===== config.mk =====
export PLATFORM = sky130hd
export DESIGN_NAME = md_sequencer
export DESIGN_NICKNAME = d
export VERILOG_FILES = /design/src/rtl/md_sequencer.sv
export SDC_FILE = /design/constraint.sdc
export NUM_CORES = 1
export LEC_CHECK = 0
export CORE_UTILIZATION = 25
export DETAILED_ROUTE_END_ITERATION = 10
export GPL_TIMING_DRIVEN = 0
export PLACE_DENSITY_LB_ADDON = 0.08
export SYNTH_ARGS = -nofsm -noshare
export SYNTH_HDL_FRONTEND = slang
export SYNTH_SLANG_ARGS = --single-unit

===== constraint.sdc =====
create_clock -name clk -period 1.8 [get_ports clk]
set_input_delay 0.27 -clock clk [delete_from_list [all_inputs] [get_ports clk]]
set_output_delay 0.27 -clock clk [all_outputs]
set_load 0.05 [all_outputs]

===== src/rtl/md_sequencer.sv =====
// md_sequencer: control sequencer for the shared multiply/divide datapath.
// Takes one MPY or DIV command over a req/ack handshake, then drives the
// load/step strobes, radix-4 Booth digit selects for multiply, and the
// non-restoring add/subtract, quotient-bit and remainder-fix controls
// for divide.
module md_sequencer #(
    parameter int MUL_STEPS = 13,  // Booth steps per multiply
    parameter int DIV_STEPS = 26,  // add/subtract steps per divide
    parameter int CNT_W     = 5    // must hold max(MUL_STEPS, DIV_STEPS)
) (
    input  logic             clk,
    input  logic             resetn,
    input  logic             req,
    input  logic             op,
    input  logic             abort,
    input  logic [2:0]       mq_low,
    input  logic             div_sign,
    input  logic             divz,
    output logic             ack,
    output logic             busy,
    output logic             load,
    output logic             step,
    output logic [2:0]       booth_sel,
    output logic             div_sub,
    output logic             qbit,
    output logic             qbit_we,
    output logic             fix,
    output logic [CNT_W-1:0] step_cnt,
    output logic             done,
    output logic             dz_err
);

    typedef enum logic [2:0] {
        S_IDLE,
        S_LOAD,
        S_MUL,
        S_DIV,
        S_FIX,
        S_DONE
    } state_t;

    // Operation select latched at accept time.
    localparam logic OP_MUL = 1'b0;

    // Count values: *_LAST is the count shown during the final step,
    // *_TERM is the saturated count once that step has completed.
    localparam logic [CNT_W-1:0] MUL_LAST = CNT_W'(MUL_STEPS - 1);
    localparam logic [CNT_W-1:0] DIV_LAST = CNT_W'(DIV_STEPS - 1);
    localparam logic [CNT_W-1:0] MUL_TERM = CNT_W'(MUL_STEPS);
    localparam logic [CNT_W-1:0] DIV_TERM = CNT_W'(DIV_STEPS);

    state_t           state;
    logic             op_q;
    logic [CNT_W-1:0] cnt_q;
    logic             dz_q;

    // Booth radix-4 recoding of the window {b(i+1), b(i), b(i-1)}.
    // Encoding: bit2 = negate, bits1:0 = magnitude (01 = x1, 10 = x2).
    function automatic logic [2:0] booth_decode(input logic [2:0] win);
        logic [2:0] sel;
        case (win)
            3'b001, 3'b010: sel = 3'b001;  // +1
            3'b011:         sel = 3'b010;  // +2
            3'b100:         sel = 3'b110;  // -2
            3'b101, 3'b110: sel = 3'b101;  // -1
            default:        sel = 3'b000;  // 000 / 111 -> 0
        endcase
        return sel;
    endfunction

    // Sequencer state, step counter, latched opcode and divide-by-zero flag.
    // NOTE: all state here uses non-blocking assignments so every register
    // samples the pre-edge values of the others, independent of statement order.
    always_ff @(posedge clk or negedge resetn) begin
        if (!resetn) begin
            state <= S_IDLE;
            op_q  <= 1'b0;
            cnt_q <= '0;
            dz_q  <= 1'b0;
        end else if (abort && (state != S_IDLE)) begin
            // Abort beats every other transition and suppresses DONE.
            state <= S_IDLE;
            cnt_q <= '0;
        end else begin
            case (state)
                S_IDLE: begin
                    if (req) begin
                        op_q  <= op;
                        cnt_q <= '0;
                        dz_q  <= 1'b0;  // error from the previous command ends at accept
                        state <= S_LOAD;
                    end
                end
                S_LOAD: begin
                    if (op_q == OP_MUL) begin
                        state <= S_MUL;
                    end else if (divz) begin
                        // No steps are run for a zero divisor; report and finish.
                        dz_q  <= 1'b1;
                        state <= S_DONE;
                    end else begin
                        state <= S_DIV;
                    end
                end
                S_MUL: begin
                    if (cnt_q != MUL_TERM) begin
                        cnt_q <= cnt_q + CNT_W'(1);
                    end
                    if (cnt_q >= MUL_LAST) begin
                        state <= S_DONE;
                    end
                end
                S_DIV: begin
                    if (cnt_q != DIV_TERM) begin
                        cnt_q <= cnt_q + CNT_W'(1);
                    end
                    if (cnt_q >= DIV_LAST) begin
                        state <= S_FIX;
                    end
                end
                S_FIX: begin
                    state <= S_DONE;
                end
                S_DONE: begin
                    // A new request is only looked at once back in IDLE.
                    state <= S_IDLE;
                end
                default: begin
                    state <= S_IDLE;
                end
            endcase
        end
    end

    // Output decode from the state register plus the datapath status inputs
    // that must act within the same cycle (Booth window, remainder sign).
    // NOTE: every output gets a default first so no path through the case
    // leaves one unassigned, which would otherwise infer a latch.
    always_comb begin
        ack       = 1'b0;
        busy      = 1'b0;
        load      = 1'b0;
        step      = 1'b0;
        booth_sel = 3'b000;
        div_sub   = 1'b0;
        qbit      = 1'b0;
        qbit_we   = 1'b0;
        fix       = 1'b0;
        done      = 1'b0;
        case (state)
            S_IDLE: begin
                // NOTE: ack is the only output combinational in req while
                // in IDLE, so it is qualified with reset to keep every
                // output low while resetn is asserted.
                ack = req && resetn;
            end
            S_LOAD: begin
                busy = 1'b1;
                load = 1'b1;
            end
            S_MUL: begin
                busy      = 1'b1;
                step      = 1'b1;
                booth_sel = booth_decode(mq_low);
            end
            S_DIV: begin
                busy = 1'b1;
                step = 1'b1;
                if (cnt_q == '0) begin
                    // First step always subtracts; there is no prior bit yet.
                    div_sub = 1'b1;
                end else begin
                    // Sign of the previous partial remainder picks the next
                    // operation and is the quotient bit of the previous step.
                    div_sub = ~div_sign;
                    qbit    = ~div_sign;
                    qbit_we = 1'b1;
                end
            end
            S_FIX: begin
                busy    = 1'b1;
                qbit    = ~div_sign;
                qbit_we = 1'b1;
                fix     = div_sign;  // negative remainder needs divisor added back
            end
            S_DONE: begin
                done = 1'b1;
            end
            default: begin
                busy = 1'b0;
            end
        endcase
    end

    assign step_cnt = cnt_q;
    assign dz_err   = dz_q;

endmodule


==> results.md <==
- The run finished, with violations left.
- The final reports fail on negative setup slack.
- The cell at the root of the clock tree is clkbuf_4.
- The cell family contributing the most delay on the critical path is simple AND/OR/NAND/NOR gates.
- The clock tree skew after final layout is around 0.0038 ns.
- The post-CTS clock slew at the launch and capture registers of the worst setup and hold paths is around 0.070 ns.
- The area share of the leading cell type in the synthesized netlist is between 20% and 30%.
- The worst pin sits at a relative slew slack of between 60% and 70%.
- The static power due to leakage is around 0.66 nW.
- In the final layout, the multi-input gates occupy about 660 um2.
- For this run, the post-layout net count is 157.
- The async set-reset flop share out of synthesis is between 90% and 100%.
- In the final routing, the length of wire on met1 measures 1.10 mm.
- The actual slew at the worst max-slew pin is roughly 0.51 ns.
- The dominant cell by count in the synthesized netlist is dfrtp_1.
- The final clock period utilization by the worst path is 111%.
- Summing all flip-flop and latch instances after layout gives approximately 250 um2.
- The filler cells instantiated in the layout total approximately 340.
- Global routing consumed, over all layers together, 13.9% of the routing resources.
- Once routing completed, OpenROAD measured the worst setup slack at -0.201 ns.
- Detailed placement ended at an HPWL of approximately 1.6 mm.
- The cell with the biggest individual delay on the critical path is or4b_4.
- After the first detailed-routing iteration, the DRC count stood at 21.
- The quantity of I/O buffers inserted on ports is 27.
- The chip width is slightly above 60 um.
- The routed design uses around 1.1 mm of met2 wire.
- In this run, synthesis inferred 0 flip-flops with an integrated enable.
- The first global-routing pass estimated between 3 and 4 mm of wire.
- The flip-flop cell with the highest count after synthesis is dfrtp_1.
- The post-synthesis to final-layout area growth is 59.7%.
- The die is between 60 and 70 um tall.
- After detailed routing, the number of remaining DRC violations is 0.
- The nature of the critical path endpoint is an output pin.
- Sequential cells were found to cover between 20 and 30% of the synthesized design area.
- The critical path data arrival time is 1.73 ns.
- Row generation in the floorplan step produced 20 rows.
- At the end of the flow the core is filled with cells to 43.3%.
- After global routing the overflow that remains totals 0.
- Once the floorplan was initialized, standard cells occupied a little over a quarter of the core.
- The highest ir drop seen on vdd is between 0.0005 and 0.0006 V.
- On the worst path, the slowest cell contributes a delay of between 0.4 and 0.5 ns.
- The clock sink total is 10.
- The tightest min-delay check is of the primary input to asynchronous set/reset pin type.
- The antenna diode count is 0.
- The routed wire length is about 2.3 mm.
- The initial antenna violation count is 0.
- Subtracting the final worst setup slack from the clock period gives about 2 ns.
- The setup total negative slack is -0.869 ns.
- Yosys attributes the largest share of cell area to dfrtp_1, ha_1, a21oi_1, nand2_1, nor2_1.
- The synthesized instance count is 98.
- Wire segments on met3 add up to ~73 um in the final route.
- The placed standard-cell area is around 0.0012 mm2.
- The required time of the worst setup path is approximately 1.5 ns.
- In this run the count of I/O pins placed on the die edge is 28.
- Dividing the synthesized area by the synthesized cell count gives 8.72 um2.
- At the later pin of the worst-skew pair, clock insertion delay measures 0.27 ns.
- The setup slack at placement is -0.636 ns.
- The final setup violation count is 11.
- The critical path class is register to output pin.
- The number of clock buffers inserted by TritonCTS is 3.
- Buffers inserted to repair hold after CTS numbered 0.
- The congestion estimate from routability-driven global placement came to slightly above 0.8.
- The H-tree depth reported by CTS is 1.
- The clock passes through at most 2 buffers.
- The wire length per cell after detailed routing is 12.5 um.
- The total number of vias is 850.
- Once layout is done, the placed cells without fillers occupy 0.00137 mm2.
- The final max-slew violation count is 0.
- The TritonCTS clock tree is done.
- Of all cell types, the one taking the most synthesized area is dfrtp_1.
- The uppermost signal routing layer after detailed routing is met4.
- The number of buffers and inverters on the critical path is 2.
- The die covers around 0.0037 mm2.
- The total of warnings raised by yosys is 0.
- The number of synthesized register bits is 10.
- The cell area that synthesis handed to floorplanning was approximately 850 um2.
- The number of max-capacitance violations reported is 0.
- The placeable core region is ~0.0032 mm2.
- The launching element type of the critical path is a register.
- The post-synthesis cell type count is just over 40.
- Dividing the detail-routed via count by the number of cells gives ~4.7.
- For this design the ratio of total power to cell area is between 1000 and 1500 mW/mm2.
- After layout, the design draws a total of approximately 1.9 mW.
- Traced cell by cell, the critical path runs through inv_2 > ha_4 > or4b_4 > nand3_4 > a21oi_4 > buf_6.
- The via count of the first global-routing pass was 817.
- The number of nets handed over by synthesis was 116.
- The number of nets with antenna violations after routing is 0.
- The commonest cells after synthesis are dfrtp_1, nand2_1, nor2_1.
- In the final layout, the share of cells above drive strength 1 is between 30% and 40%.
- Entering global routing, the biggest net connects 12 pins.
- Derived from the worst setup path, the maximum achievable clock frequency is approximately 0.50 GHz.
- Setup repair after global routing could not meet its margin everywhere.
- The maximum net fanout on the critical path is 2.
- The detailed-routing iteration count for the pre-antenna-repair pass is 4.
- The number of failing hold endpoints at the final stage is 0.
==> metal layers <==
metal | global-route usage, % | vias to the layer above
li1 | - | 433
met1 | 18.7 | 395
met2 | 22.3 | 18
met3 | 1.28 | 4
met4 | 6.82 | 0
met5 | 0 | -
==> placed cells by master (no fill, tap or decap), types with 3 or more instances in the layout <==
| cell type | instances |
|---|---|
| buf_4 | 9 |
| dlygate4sd2_1 | 9 |
| nor2_1 | 8 |
| nand2_1 | 8 |
| dfrtp_1 | 7 |
| clkdlybuf4s50_1 | 7 |
| clkbuf_4 | 6 |
| a21oi_1 | 5 |
| ha_1 | 5 |
| buf_6 | 5 |
| buf_2 | 4 |
| and3_1 | 4 |
| inv_2 | 3 |
| inv_1 | 3 |
| or3_1 | 3 |
| dfrtp_2 | 3 |
==> registers in the layout (all words and copies together), names as in the netlist <==
| signal | flops |
|---|---|
| op_q | 1 |
| step_cnt | 5 |
| dz_err | 1 |
| state | 3 |
==> through the flow <==
stage	instances	hold slack [ns]
floorplan	98	-0.0256
global placement	169	0.533
detailed placement	169	0.540
CTS	179	0.0868
global route	182	0.101
finish	182	0.0683
==> layout make-up <==
class | instances | share of cell area [%]
Sequential cell | 10 | 18.6
Buffer | 4 | 1.83
Tap cell | 44 | 4.03
Clock buffer | 4 | 1.92
Multi-Input combinational cell | 78 | 48.1
Inverter | 6 | 1.65
Timing Repair Buffer | 36 | 23.8
==> logic make-up (layout without fill, tap and decap cells) <==
logic type | Yosys count | count (layout) | synth area share (%)
fa+ha+maj | 8 | 8 | 11.7
simple gates | 46 | 46 | 31.9
buf+inv | 10 | 50 | 5.12
mux | 3 | 3 | 3.81
compound gates | 19 | 19 | 16.1
flops | 10 | 10 | 29.3
xor+xnor | 2 | 2 | 2.05
==> path summary, 6_finish.rpt <==
path	start	end	slack (ns)	depth (start not counted)
min in group clk	dz_err$_DFFE_PN0P_	dz_err$_DFFE_PN0P_	0.55	2
setup reg to reg	step_cnt[0]$_DFFE_PN0P_	step_cnt[0]$_DFFE_PN0P_	-0.04	7
max in group asynchronous	resetn	step_cnt[0]$_DFFE_PN0P_	1.36	1
hold / removal	resetn	step_cnt[4]$_DFFE_PN0P_	0.07	1
hold reg to reg	dz_err$_DFFE_PN0P_	dz_err$_DFFE_PN0P_	0.55	2
setup / recovery	step_cnt[1]$_DFFE_PN0P_	qbit	-0.20	6
==> where the power goes <==
| group | switching [mW] | internal (mW) |
|---|---|---|
| logic | 0.860 | 0.536 |
| clock network | 0.0828 | 0.0858 |
| registers | 0.0490 | 0.285 |
==> repair_timing <==
item	CTS	global route
setup endpoints to repair	16	17
setup buffers	6	3
resized for setup	80	6
pin swaps	7	8
gates cloned	0	0
==> worst reg2reg max path, stage by stage, from the launching register on <==
cell	delay [ns]
dfrtp_2	0.41
buf_4	0.13
buf_6	0.12
ha_4	0.17
nand4bb_1	0.11
a21boi_2	0.07
a311o_2	0.44
mux2_2	0.28
(Power assumes the default switching activity.)
